[src/rtl/regfile_write_arbiter.sv]
// rtl/regfile_write_arbiter.sv - round-robin arbiter with locked bursts for the register file write port
// Optional macro REGFILE_ARB_ZERO_DROP_EN: accepted writes to index 31 (XZR) are swallowed.
module regfile_write_arbiter #(
  parameter int DATA_W    = 64,
  parameter int ADDR_W    = 5,
  parameter int MAX_BURST = 4
) (
  input  logic                clk,
  input  logic                reset_n,
  input  logic [3:0]          req,
  input  logic [3:0]          lock,
  input  logic [4*ADDR_W-1:0] wr_addr,
  input  logic [4*DATA_W-1:0] wr_data,
  input  logic                stall,
  output logic [3:0]          gnt,
  output logic [1:0]          owner,
  output logic                RegWrite,
  output logic [ADDR_W-1:0]   WriteRegister,
  output logic [DATA_W-1:0]   WriteData
);

  typedef enum logic {IDLE, LOCKED} state_t;

  state_t      state;
  logic [1:0]  ptr;
  logic [1:0]  lock_id;
  logic [3:0]  cnt;

  logic [1:0]        win;
  logic [1:0]        idx;
  logic              hit;
  logic              drop;
  logic [ADDR_W-1:0] sel_addr;
  logic [DATA_W-1:0] sel_data;

  // Highest-priority slot is ptr; scanning downward lets the lowest offset win last.
  always_comb begin
    gnt = '0;
    win = ptr;
    idx = ptr;
    hit = 1'b0;
    if (reset_n && !stall) begin
      if (state == LOCKED) begin
        win = lock_id;
        hit = req[lock_id];
      end else begin
        for (int k = 3; k >= 0; k--) begin
          idx = ptr + 2'(k);
          if (req[idx]) begin
            win = idx;
            hit = 1'b1;
          end
        end
      end
      if (hit) gnt[win] = 1'b1;
    end
  end

  // Only the winner's lane is muxed through, so other lanes cannot leak X.
  always_comb begin
    sel_addr = wr_addr[win*ADDR_W +: ADDR_W];
    sel_data = wr_data[win*DATA_W +: DATA_W];
    drop     = 1'b0;
`ifdef REGFILE_ARB_ZERO_DROP_EN
    drop     = (sel_addr == {ADDR_W{1'b1}});
`else
    drop     = 1'b0;
`endif
  end

  always_ff @(posedge clk) begin
    if (!reset_n) begin
      state         <= IDLE;
      ptr           <= 2'd0;
      lock_id       <= 2'd0;
      cnt           <= 4'd0;
      owner         <= 2'd0;
      RegWrite      <= 1'b0;
      WriteRegister <= '0;
      WriteData     <= '0;
    end else begin
      RegWrite <= hit && !drop;
      if (hit) begin
        owner <= win;
        if (!drop) begin
          WriteRegister <= sel_addr;
          WriteData     <= sel_data;
        end
      end
      if (!stall) begin
        case (state)
          IDLE: begin
            if (hit) begin
              if (lock[win] && (MAX_BURST > 1)) begin
                state   <= LOCKED;
                lock_id <= win;
                cnt     <= 4'd1;
              end else begin
                ptr <= win + 2'd1;
              end
            end
          end
          LOCKED: begin
            if (hit && lock[lock_id] && (cnt + 4'd1 != 4'(MAX_BURST))) begin
              cnt <= cnt + 4'd1;
            end else begin
              // Lock released, burst full, or owner went quiet without a stall.
              state <= IDLE;
              ptr   <= lock_id + 2'd1;
              cnt   <= 4'd0;
            end
          end
          default: state <= IDLE;
        endcase
      end
    end
  end

endmodule

[config.mk]
export PLATFORM = sky130hd
export DESIGN_NAME = regfile_write_arbiter
export DESIGN_NICKNAME = d
export VERILOG_FILES = /design/src/rtl/regfile_write_arbiter.sv
export SDC_FILE = /design/constraint.sdc
export NUM_CORES = 1
export LEC_CHECK = 0
export BUFFER_PORTS_ARGS = -buffer_cell sky130_fd_sc_hd__buf_2
export CAP_MARGIN = 20
export CORE_AREA = 3 3 141 143
export CTS_CLUSTER_SIZE = 12
export DETAILED_ROUTE_END_ITERATION = 12
export DIE_AREA = 0 0 144 146
export PLACE_DENSITY_LB_ADDON = 0.15
export SYNTH_ARGS = -nofsm -noshare
export SYNTH_HDL_FRONTEND = slang
export SYNTH_SLANG_ARGS = --single-unit
[constraint.sdc]
create_clock -name clk -period 6.27 [get_ports clk]
set_input_delay 0.3135 -clock clk [delete_from_list [all_inputs] [get_ports clk]]
set_output_delay 0.3135 -clock clk [all_outputs]
set_load 0.02 [all_outputs]
Word-level counts from Yosys, hierarchy flattened
Cells that the tools add are included.
Widths: inputs -> output; s select.
{ "word_totals": {"output_inout_bits": 76, "register_bits": 81, "word_cells": 84, "input_bits": 287} }
{ "op_classes": {"multipliers": 1, "mux": 44, "shift": 2, "n_bitwise": 2, "n_reduce_logical": 8, "add_sub_neg": 6, "n_eq_ne": 5, "n_lt_le_gt_ge": 8} }
{ "op_table": {"columns": ["cell", "n"], "rows": [
  ["$shiftx 256x9->64", 1],
  ["$lt 2x3->1 const B", 7],
  ["$mux 2", 10],
  ["$mux 4", 5],
  ["$shiftx 20x6->5", 1],
  ["$mux 1", 18],
  ["$bmux 1 s2", 7],
  ["$ne 2x2->1 const B", 4],
  ["$pmux 4 s2", 1],
  ["$reduce_and 4->1", 2],
  ["$add 2x1->2 const B", 3],
  ["$mul 2x3->5 const B", 1],
  ["$add 2x2->2 const B", 2],
  ["$add 4x1->4 const B", 1],
  ["$logic_and 1x1->1", 4],
  ["$ne 4x3->1 const B", 1],
  ["$pmux 2 s2", 1],
  ["$reduce_and 3->1", 1],
  ["$demux 1 s2", 1],
  ["$ge 2x1->1 const B", 1],
  ["$not 1->1", 2],
  ["$pmux 1 s2", 1],
  ["$logic_not 1->1", 1]
]} }

Logic depth before layout (Yosys ltp)
{ "depth": {"depth_word": 15, "mapped_depth": 13, "mapped_depth_nobuf": 8} }

Worst setup path before layout
Ideal clock, no wire load.
{ "synth_path": {"kind": "reg-to-output", "startpoint": "reg ptr[0]", "endpoint": "out gnt[1]", "setup_slack_ns": 3.721, "t_required_ns": 5.957, "n_path_buf": 3, "stages_incl_launch_ff": 11, "arrival_ns": 2.235, "path_cell_list": "dfxtp_1 -> buf_2 -> nor3b_1 -> and3_1 -> nor3_1 -> o31ai_2 -> a21oi_1 -> buf_2 -> buf_2 -> nand2_1 -> nor2b_1"} }
{ "synth_via": {"elab_chain_cells": 15, "word_cells_on_any_way": 30, "cone_classes": "3 x add/sub; 2 x order compare; 24 x mux; 1 x reduce/logical"} }
{ "synth_rtl": {"columns": ["item", "line", "text"], "rows": [
  ["start: declaration", "25", "logic [1:0] ptr;"],
  ["start signal: assignment", "99", "ptr <= win + 2'd1;"],
  ["start signal: assignment", "109", "ptr <= lock_id + 2'd1;"],
  ["$add 2x2->2", "48", "idx = ptr + 2'(k);"],
  ["$bmux 1 s2", "49", "if (req[idx]) begin"],
  ["$mux 1 (implied by the code)", "49", null],
  ["$mux 2 (4 in series)", "49", null],
  ["$mux 2", "43", "if (state == LOCKED) begin"],
  ["$mux 2", "42", "if (reset_n && !stall) begin"],
  ["$lt 2x3->1 (implied by the code) / $ge 2x1->1 (equally long branches)", "55", "if (hit) gnt[win] = 1'b1;"],
  ["$logic_and 1x1->1 (implied by the code)", "55", null],
  ["$mux 1 (implied by the code)", "55", null],
  ["$demux 1 s2", "55", null],
  ["$mux 4 (*)", "55", null],
  ["$mux 4 (*)", "42", null],
  ["end: declaration", "15", "output logic [3:0] gnt,"]
]} }
Mark *: on every way between the ends. The rest lies on a longest branch, timed or not. The select of a mux whose other input is x is not followed.

Final worst setup path
{ "layout_path": {"startpoint": "reg ptr[0]", "endpoint": "out gnt[0]"} }
Same word-level chain as after synthesis.

==> summary.md <==
| Metric | Value |
|---|---|
| Final core occ | 40.9% |
| Nets@finish | 1490 |
| Final Cycle Share | 58.8% |
| Register clock-pin slew on the reported worst setup and hold paths | 0.06 ns |
| Setup TNS | 0 ns |
| Die area | 21000 sq um |
| Pleak | 3.81 nW |
| Synthesized flop and latch total | 81 |
| Syn Std Cell Area | 5470 sq um |
| Critical path's top delay family | compound AO/OA/AOI/OAI gates |
| Worst Setup End Kind | output pin |
| Register area share after synthesis | 29.7% |
| Yosys top cell by area | dfxtp_1 |
| TritonCTS clock tree | yes |
| Root Driver | clkbuf_16 |
| CP cell instances | mux4_2, o31ai_2, a21oi_4, buf_4, nand2_1, nor2_1, buf_2 |
| WL per Instance | 15.1 um |
| Slew HR | 30.5% |
| H-tree lvl count | 3 |
| Yosys warns | 0 |
| Critical path buffer and inverter count | 2 |
| RSZ-0062 raised after global routing | no |
| First-pass GRT wire length | 33500 um |
| Slowest CP cell | dfxtp_1 |
| Clock Latency Late Sink | 0.34 ns |
| Max Fanout on Critical Path | 103 |
| Clock net sink count | 81 |
| Io pins | 363 |
| Syn Inst Count | 899 |
| Status | finished clean |
| Peak supply drop | 0.122 mV |
| Worst Setup Start Kind | flip-flop |
| Share of cells above drive strength 1 | 33.2% |
| Vias in the first global route | 6333 |
| RePlAce Congestion | 0.866 |
| Gr usage total | 19.7% |
| Area grow syn2layout | 40.0% |
| Clock Skews | 0.00884 ns |
| Total power | 1.92 mW |
| Detail Route Antenna Nets | 0 |
| Total of max-cap violations | 0 |
| Pwr/cell area | 251 nW/um^2 |
| Syn Nets | 1188 |
| Largest net degree at the start of global routing | 104 |
| Post-route DRC | 0 |
| Least-Margin Pin Slew | 1.04 ns |
| Synth top area share | 29.7% |
| Leading cell type in the layout, fill and taps excluded | buf_2 |
| Most frequent cells in the layout | 362 x buf_2, 359 x nand2_1, 209 x nand3_1 |
| Setup CP Type | flip-flop to output pin |
| Ys async rst share | 0% |
| GRT overflow | 0 |
| Avg Inst Size Synth | 6.08 sq um |
| Die Ht | 146 um |
| DRT iter0 DRCs | 327 |
| Number of port buffers | 362 |
| Initial antenna violation count | 1 |
| Hold Path Class | primary input to flip-flop |
| DRT Wirelength | 21800 um |
| Slew Limit Fails | 0 |
| Post-synth EDFFs | 0 |
| DP HPWL | 15800 um |
| Clock Tree Buf Depth | 2 |
| Core area | 18700 sq um |
| Setup violations, final | 0 |
| CTS Buf Count | 9 |
| Worst path arrival time | 3.37 ns |
| Post-CTS sizing | 0 |
| Pre-antenna DRT Iters | 4 |
| Post-CTS Setup Bufs | 0 |
| Post-CTS Hold Buffers | 0 |
| Top FF cell, synth | dfxtp_1 |
| Starting Density | 29.2% |
| Vias after detailed routing | 7003 |
| Synth top area cells | dfxtp_1 30%, nand2_1 25%, nand3_1 19%, o21ai_1 6.4%, clkbuf_1 3.7% |
| Vias/cell | 4.86 |
| WP data required | 5.96 ns |
| Fin. Hold Viols | 0 |
| Netlist cell types | 48 |
| Row count | 50 |
| F_max | 271 MHz |
| Number of antenna diodes | 0 |
| Filler instances | 2083 |
| Critical Path Max Stage Delay | 0.72 ns |
| Die X | 144 um |
| Min Tclk post-route | 3.69 ns |
| Worst hold margin | 0.291 ns |
power breakdown:
| part | switching [mW] | internal [mW] |
|---|---|---|
| Combinational | 0.448 | 0.257 |
| Clock | 0.229 | 0.351 |
| Sequential | 0.0467 | 0.590 |
| Total | 0.723 | 1.20 |
kinds of logic (layout without fill, tap and decap cells):
family                     count (synthesis)  in the layout  synth area share, %
and+or+nand+nor                          612            612                 48.8
AOI/OAI and AO/OA                        104            104                 11.3
buffers and inverters                     83            390                 6.04
DFF                                       81             81                 29.7
muxes                                     12             12                 2.98
xor gates and xnor gates                   5              5                0.801
adders and majority gates                  2              2                0.458
Yosys cell counts (3+ instances only):
cell type	count
a21oi_1	6
buf_1	9
buf_2	15
clkbuf_1	54
dfxtp_1	81
inv_1	5
mux2i_1	8
mux4_2	3
nand2_1	360
nand2b_1	5
nand3_1	209
nor2_1	10
nor2b_1	7
nor3b_1	5
o211ai_1	3
o21a_1	3
o21ai_0	5
o21ai_1	70
or3_1	3
xnor2_1	4
worst paths after layout:
| check | from | endpoint | slack [ns] | cells past startpoint |
|---|---|---|---|---|
| worst min register to register | WriteData[48] | WriteData[48] | 0.44 | 2 |
| worst max-delay path | ptr[0] | gnt[0] | 2.58 | 7 |
| worst min-delay path | reset_n | cnt[0] | 0.29 | 2 |
| worst max register to register | state | WriteData[25] | 2.66 | 8 |
final cells by class:
class,instances,area (sq um),area share [%]
inverters,5,18.8,0.245
clock inverters,6,91.3,1.19
flip-flops and latches,81,1620,21.2
clock buffers,10,229,2.99
repair buffers,369,1860,24.4
well taps,234,293,3.82
multi-input cells,735,3540,46.2
routing by layer:
metal / track usage, % / wire length [um] / vias to the layer above / share of wire (%)
met5: 0 / 13 / - / 0.060
met4: 5.37 / 351 / 2 / 1.6
met3: 5.32 / 2110 / 24 / 9.7
met2: 33.9 / 10500 / 300 / 48
met1: 24.0 / 8790 / 3069 / 40
li1: - / - / 3608 / -
stage by stage:
step,area [sq um],setup slack (ns),std cells
6_report,7650,2.58,1440
5_1_grt,7650,2.20,1440
4_1_cts,7650,2.55,1440
2_1_floorplan,5470,3.72,899
3_5_place_dp,7330,2.66,1424
3_3_place_gp,7330,2.65,1424
sequential cells by signal, indices dropped and copies added, names as in the netlist:
name           flops
owner              2
cnt                4
WriteData         64
RegWrite           1
ptr                2
state              1
lock_id            2
WriteRegister      5
No activity file was read; power rests on OpenSTA's default activity.
